<file path="src/rtl/vga_pixel_renderer.sv">
// Two-stage VGA colour pipeline: pixel -> game cell -> layered RGB, with syncs delayed to match.
// Optional build macro RENDER_BLINK_EN adds the game-over head/body blink counter.
module vga_pixel_renderer #(
  parameter int CELL_SHIFT   = 3,
  parameter int BLINK_FRAMES = 15,
  parameter int COLS         = 80,
  parameter int ROWS         = 60
) (
  input  logic       clock_25,
  input  logic       reset,
  input  logic [9:0] X,
  input  logic [9:0] Y,
  input  logic       display_area,
  input  logic       h_sync_in,
  input  logic       v_sync_in,
  input  logic       frame_tik,
  input  logic [6:0] snake_head_x,
  input  logic [6:0] snake_head_y,
  input  logic [6:0] fruit_x,
  input  logic [6:0] fruit_y,
  input  logic       body_hit,
  input  logic       number_pixel,
  input  logic       start,
  input  logic       game_over,
  output logic [7:0] VGA_R,
  output logic [7:0] VGA_G,
  output logic [7:0] VGA_B,
  output logic       VGA_HS,
  output logic       VGA_VS,
  output logic       VGA_BLANK_N
);

  typedef enum logic [1:0] {
    ST_IDLE = 2'd0,
    ST_PLAY = 2'd1,
    ST_OVER = 2'd2
  } state_e;

  localparam logic [23:0] RGB_BLACK  = 24'h000000;
  localparam logic [23:0] RGB_WHITE  = 24'hFFFFFF;
  localparam logic [23:0] RGB_GREY   = 24'h808080;
  localparam logic [23:0] RGB_YELLOW = 24'hFFFF00;
  localparam logic [23:0] RGB_GREEN  = 24'h00C000;
  localparam logic [23:0] RGB_RED    = 24'hFF0000;
  localparam logic [23:0] RGB_BG     = 24'h101030;

  localparam logic [6:0] LAST_COL = 7'(COLS - 1);
  localparam logic [6:0] LAST_ROW = 7'(ROWS - 1);

  // The blink counter is 5 bits wide, so the half-period must fit in it.
  if (BLINK_FRAMES < 1 || BLINK_FRAMES > 32) begin : g_bad_blink_frames
    $error("BLINK_FRAMES must be in 1..32");
  end

  state_e state_q;

  logic [6:0] cell_x_s;
  logic [6:0] cell_y_s;
  logic       head_eq_d, fruit_eq_d, border_d;
  logic       head_eq_q, fruit_eq_q, border_q;
  logic       de1_q, hs1_q, vs1_q;

  logic [23:0] rgb_d;
  logic [23:0] rgb_q;
  logic        hs2_q, vs2_q, blank_q;

  logic        not_idle_s;
  logic        blink_red_s;

  assign cell_x_s = 7'(X >> CELL_SHIFT);
  assign cell_y_s = 7'(Y >> CELL_SHIFT);

  always_comb begin
    head_eq_d  = (cell_x_s == snake_head_x) && (cell_y_s == snake_head_y);
    fruit_eq_d = (cell_x_s == fruit_x) && (cell_y_s == fruit_y);
    border_d   = (cell_x_s == 7'd0) || (cell_x_s == LAST_COL) ||
                 (cell_y_s == 7'd0) || (cell_y_s == LAST_ROW);
  end

  always_ff @(posedge clock_25) begin
    if (reset) begin
      head_eq_q  <= 1'b0;
      fruit_eq_q <= 1'b0;
      border_q   <= 1'b0;
      de1_q      <= 1'b0;
      hs1_q      <= 1'b1;
      vs1_q      <= 1'b1;
    end else begin
      head_eq_q  <= head_eq_d;
      fruit_eq_q <= fruit_eq_d;
      border_q   <= border_d;
      de1_q      <= display_area;
      hs1_q      <= h_sync_in;
      vs1_q      <= v_sync_in;
    end
  end

  // Display state only moves on a frame tick, so a visible frame never mixes states.
  always_ff @(posedge clock_25) begin
    if (reset) begin
      state_q <= ST_IDLE;
    end else if (frame_tik) begin
      case (state_q)
        ST_IDLE: state_q <= start ? ST_PLAY : ST_IDLE;
        ST_PLAY: state_q <= game_over ? ST_OVER : ST_PLAY;
        ST_OVER: state_q <= (!start && !game_over) ? ST_IDLE : ST_OVER;
        default: state_q <= ST_IDLE;
      endcase
    end else begin
      state_q <= state_q;
    end
  end

`ifdef RENDER_BLINK_EN
  localparam logic [4:0] BLINK_LAST = 5'(BLINK_FRAMES - 1);

  logic [4:0] blink_cnt_q;
  logic       blink_phase_q;

  // Counts only while OVER persists across a tick; any other tick (entry, exit, IDLE, PLAY) clears it.
  always_ff @(posedge clock_25) begin
    if (reset) begin
      blink_cnt_q   <= 5'd0;
      blink_phase_q <= 1'b0;
    end else if (frame_tik) begin
      if ((state_q == ST_OVER) && (start || game_over)) begin
        if (blink_cnt_q == BLINK_LAST) begin
          blink_cnt_q   <= 5'd0;
          blink_phase_q <= ~blink_phase_q;
        end else begin
          blink_cnt_q   <= blink_cnt_q + 5'd1;
          blink_phase_q <= blink_phase_q;
        end
      end else begin
        blink_cnt_q   <= 5'd0;
        blink_phase_q <= 1'b0;
      end
    end else begin
      blink_cnt_q   <= blink_cnt_q;
      blink_phase_q <= blink_phase_q;
    end
  end

  assign blink_red_s = (state_q == ST_OVER) && blink_phase_q;
`else
  assign blink_red_s = (state_q == ST_OVER);
`endif

  assign not_idle_s = (state_q != ST_IDLE);

  // body_hit and number_pixel arrive one cycle after X/Y, so they meet the stage-1 flags here.
  always_comb begin
    rgb_d = RGB_BG;
    if (!de1_q) begin
      rgb_d = RGB_BLACK;
    end else if (number_pixel) begin
      rgb_d = RGB_WHITE;
    end else if (border_q) begin
      rgb_d = RGB_GREY;
    end else if (head_eq_q && not_idle_s) begin
      rgb_d = blink_red_s ? RGB_RED : RGB_YELLOW;
    end else if (body_hit && not_idle_s) begin
      rgb_d = blink_red_s ? RGB_RED : RGB_GREEN;
    end else if (fruit_eq_q && (state_q == ST_PLAY)) begin
      rgb_d = RGB_RED;
    end else begin
      rgb_d = RGB_BG;
    end
  end

  always_ff @(posedge clock_25) begin
    if (reset) begin
      rgb_q   <= 24'h000000;
      hs2_q   <= 1'b1;
      vs2_q   <= 1'b1;
      blank_q <= 1'b0;
    end else begin
      rgb_q   <= rgb_d;
      hs2_q   <= hs1_q;
      vs2_q   <= vs1_q;
      blank_q <= de1_q;
    end
  end

  assign VGA_R       = rgb_q[23:16];
  assign VGA_G       = rgb_q[15:8];
  assign VGA_B       = rgb_q[7:0];
  assign VGA_HS      = hs2_q;
  assign VGA_VS      = vs2_q;
  assign VGA_BLANK_N = blank_q;

endmodule

</file>
<file path="config.mk">
export PLATFORM = sky130hd
export DESIGN_NAME = vga_pixel_renderer
export DESIGN_NICKNAME = d
export VERILOG_FILES = /design/src/rtl/vga_pixel_renderer.sv
export SDC_FILE = /design/constraint.sdc
export NUM_CORES = 1
export LEC_CHECK = 0
export CORE_UTILIZATION = 34
export DETAILED_ROUTE_END_ITERATION = 12
export PLACE_DENSITY = 0.77
export SLEW_MARGIN = 25
export SYNTH_ARGS = -nofsm -noshare
export SYNTH_HDL_FRONTEND = slang
export SYNTH_SLANG_ARGS = --single-unit
</file>
<file path="constraint.sdc">
create_clock -name clock_25 -period 1.5 [get_ports clock_25]
set_clock_uncertainty 0.2 [all_clocks]
set_input_delay 0.375 -clock clock_25 [delete_from_list [all_inputs] [get_ports clock_25]]
set_output_delay 0.375 -clock clock_25 [all_outputs]
set_load 0.05 [all_outputs]
</file>
* Word-level counts from Yosys, hierarchy flattened
Cells that the tools add are included.
** Storage, ports and cells
- Output and inout port bits :: 27
- Bits in registers :: 35
- Logic and storage cells :: 47
- Bits of input ports :: 58
** Operators by class
- Bitwise gates (word level) :: 1
- Multiplexer cells :: 11
- Reductions and logical operators :: 16
- Eq/ne operators :: 8
** Operators by type and width (number)
- 2-to-1 mux 24 bit :: 6
- equality test 7 bit :: 4
- 2-to-1 mux 16 bit :: 1
- zero test 7 bit :: 2
- equality test 7 x 6 -> 1 bit (second input constant) :: 1
- equality test 7 bit (second input constant) :: 1
- logical AND 1 bit :: 6
- one-hot mux 2 bit (3 select lines) :: 1
- 2-to-1 mux 2 bit :: 2
- logical OR 1 bit :: 3
- equality test 2 x 1 -> 1 bit (second input constant) :: 1
- equality test 2 bit (second input constant) :: 1
- zero test 1 bit :: 2
- zero test 2 bit :: 1
- nonzero test 2 bit :: 1
- OR reduction 2 bit :: 1
- 2-to-1 mux 1 bit :: 1
- NOT 1 bit :: 1

* Logic depth before layout (Yosys ltp)
- Depth after elaboration :: 7
- Mapped depth :: 5

* Worst setup path after synthesis
Ideal clock, no wire load.
- Kind :: register to output
- From :: reg rgb_q[22] (netlist name)
- To :: out VGA_R[1]
- Arrival time :: 973 ps
- Required time :: 925 ps
- Cell stages (with the launch flop) :: 2
- Buffers on the path :: 1
- Slack :: -48 ps
- Cell sequence :: dfxtp_1 -> buf_4
** RTL lines
- end: declaration :: RTL line 25 : output logic [7:0] VGA_R,

==> out/metrics.yaml <==
outcome: "finished with violations"
violations: "negative setup slack"
ys_types: 28
dpl.hpwl_um: 2500
timing.fmax_ghz: 0.663
die_y_um: 60.0
drt_iter0_markers: 23
gp_routability_congestion: 0.779
dieArea_um2: 3600
synth_edf_count: 0
grt_overflow: 0
drt_pre_antenna_iters: 4
drt_wl_total_um: 2770
cts.sinks: 21
route.detailed.drc: 0
synthToLayoutAreaGrowth_pct: 98.4
cts_setup_buffers: 0
clk_latency_ns: 0.30
synth_seq_area_share_pct: 36.8
cts_root_buf: "clkbuf_4"
hold_buffers: 0
final_cell_mix: "32 x clkdlybuf4s50_1, 27 x buf_12, 20 x xnor2_1"
hold_ws_ns: 0.220
period_minus_slack_ns: 1.51
vias: 1142
powerDensity_nw_per_um2: 593
io_buffer_count: 78
antenna_left: 0
ys_warn_count: 0
slew_violations: 0
finalNetCount: 264
grt_pass1_wl_um: 4330
reg2reg_depth: 4
startpoint_type: "flop"
cpPeakStageDelay_ns: 0.47
grt_usage_pct: 16.1
pin_count: 85
slowest_stage: "dfxtp_4"
worst_pin_slew_ns: 0.293
crit_path_end_kind: "output pin"
rsz0062_at_grt: "yes"
clk_path_buf_depth: 2
critPathMaxFanout: 6
hold_viol: 0
maxCapViolCount: 0
via_per_inst: 4.59
start_util_pct: 36.6
drive_gt1_share_pct: 30.2
path_buf_inv: 1
cts.reportedPaths.clkPinSlew_ns: 0.11
antenna_found_initial: 0
p_leak_uw: 0.000933
cp-startpoint: "rgb_q[22]$_SDFF_PP0_"
grt_max_degree: 13
async_flop_share_pct: 0
dp.cells: 245
holdPathStages: 1
synth_seq_cells: 21
cp_cell_sequence: "buf_12"
synth_nets: 185
setup_viol: 6
timing.final.ws_setup_ns: -0.00860
core_um2: 3130
period_share_pct: 101
crit_family: "flip-flops"
numCtsBuffers: 3
min_from: "vs1_q$_SDFF_PP1_"
slew_headroom_pct: 80.2
synth_area_per_cell_um2: 9.00
die_x_um: 60.0
synthesis.area_um2: 1140
synthCells: 127
cts_tree: "built"
post_drt_wl_per_cell_um: 11.1
cp.required_ns: 0.92
critPathArrivalTime_ns: 0.93
n_antenna_cell: 0
final_cells: 249
synthFlopType: "dfxtp_1"
h-tree-depth: 1
hold_class: "reg -> reg"
cp.depth: 1
grt_pass1_vias: 1060
peakVddDrop_uv: 304
regToRegStartpoint: "state_q[1]$_SDFFE_PP0P_"
core.rowCount: 20
worstSetupPathType: "reg -> out"
layout_commonest_cell: "clkdlybuf4s50_1"
## cell families (layout without fill, tap and decap cells)
kind of cell              count (synthesis)  after routing  share of synthesized area, %
xor gates and xnor gates                 28             28                          21.4
AOI/OAI and AO/OA                        20             20                          10.5
and+or+nand+nor                          37             37                          19.1
muxes                                     1              1                         0.875
DFF                                      21             21                          36.8
buffers and inverters                    20             98                          11.3
## path summary, 6_finish.rpt
kind	slack, ns	to
setup / recovery	-0.009	VGA_R[5]
hold / removal	0.22	VGA_VS$_SDFF_PP1_
setup reg to reg	0.05	rgb_q[12]$_SDFF_PP0_
hold reg to reg	0.22	VGA_VS$_SDFF_PP1_
## synth_stat cells (all sizes together) (2+ instances only)
| library cell | count | area, um2 |
|---|---|---|
| or4 | 4 | 30.0 |
| xnor2 | 22 | 193 |
| clkbuf | 2 | 7.51 |
| nor2b | 3 | 18.8 |
| inv | 3 | 11.3 |
| dfxtp | 21 | 420 |
| o22ai | 2 | 12.5 |
| a21oi | 6 | 30.0 |
| nor4 | 2 | 25.0 |
| xor2 | 6 | 52.6 |
| o21ai | 6 | 30.0 |
| or2 | 4 | 25.0 |
| nand2 | 5 | 18.8 |
| buf | 15 | 110 |
| nand3 | 3 | 15.0 |
| nand4 | 5 | 31.3 |
| nor2 | 8 | 30.0 |
## final cells by class
type / count / area [um2]
clock buffer: 3 / 22.5
clock inverter: 1 / 5.00
fill: 206 / 860
inverter: 3 / 11.3
multi-input combinational: 86 / 619
sequential: 21 / 433
tap: 44 / 55.1
timing repair buffer: 91 / 1120
## repair_timing
item | 4_1_cts | 5_1_grt
endpoints found under the setup margin | 20 | 22
hold endpoints to repair | 0 | 0
gates cloned | 0 | 0
resized for setup | 27 | 12
pin swaps | 8 | 7
## registers in the layout, summed over array words and instances (netlist names)
signal / count
border_q: 1
fruit_eq_q: 1
de1_q: 1
head_eq_q: 1
rgb_q: 10
vs1_q: 1
VGA_BLANK_N: 1
hs1_q: 1
VGA_VS: 1
state_q: 2
VGA_HS: 1
## worst reg2reg max path, stage by stage (launching register included)
cell and delay [ns]:
dfxtp_1 0.42, nor2b_1 0.07, o32a_1 0.37, a21o_1 0.17
a21oi_1 0.15
## routing by layer
metal | vias up | part of all wire (%) | track usage [%]
met3 | 5 | 10 | 4.11
li1 | 577 | - | -
met5 | - | 0 | 0
met2 | 77 | 50 | 31.9
met1 | 483 | 38 | 15.8
met4 | 0 | 1.7 | 5.32
## power by group
part           internal [uW]  total (uW)  switching, uW
clock network           99.6         264            164
registers                574         599           24.9
logic                    281         482            201
total                    955        1340            390
## per-stage QoR
stage                     setup slack, ns  area, um2  setup TNS [ns]  utilization (%)  total power (uW)
after floorplan                    0.0307       1150               0                -               810
after global placement             -0.449       2230           -4.05             71.4              1100
after detailed placement           -0.495       2230           -4.77             71.4              1110
after CTS                         -0.0182       2260          -0.118             72.3              1350
after global routing              -0.0361       2270          -0.469             72.5              1410
final                            -0.00860       2270         -0.0456             72.5              1340
Note: power is estimated with default switching activity, not from simulation.
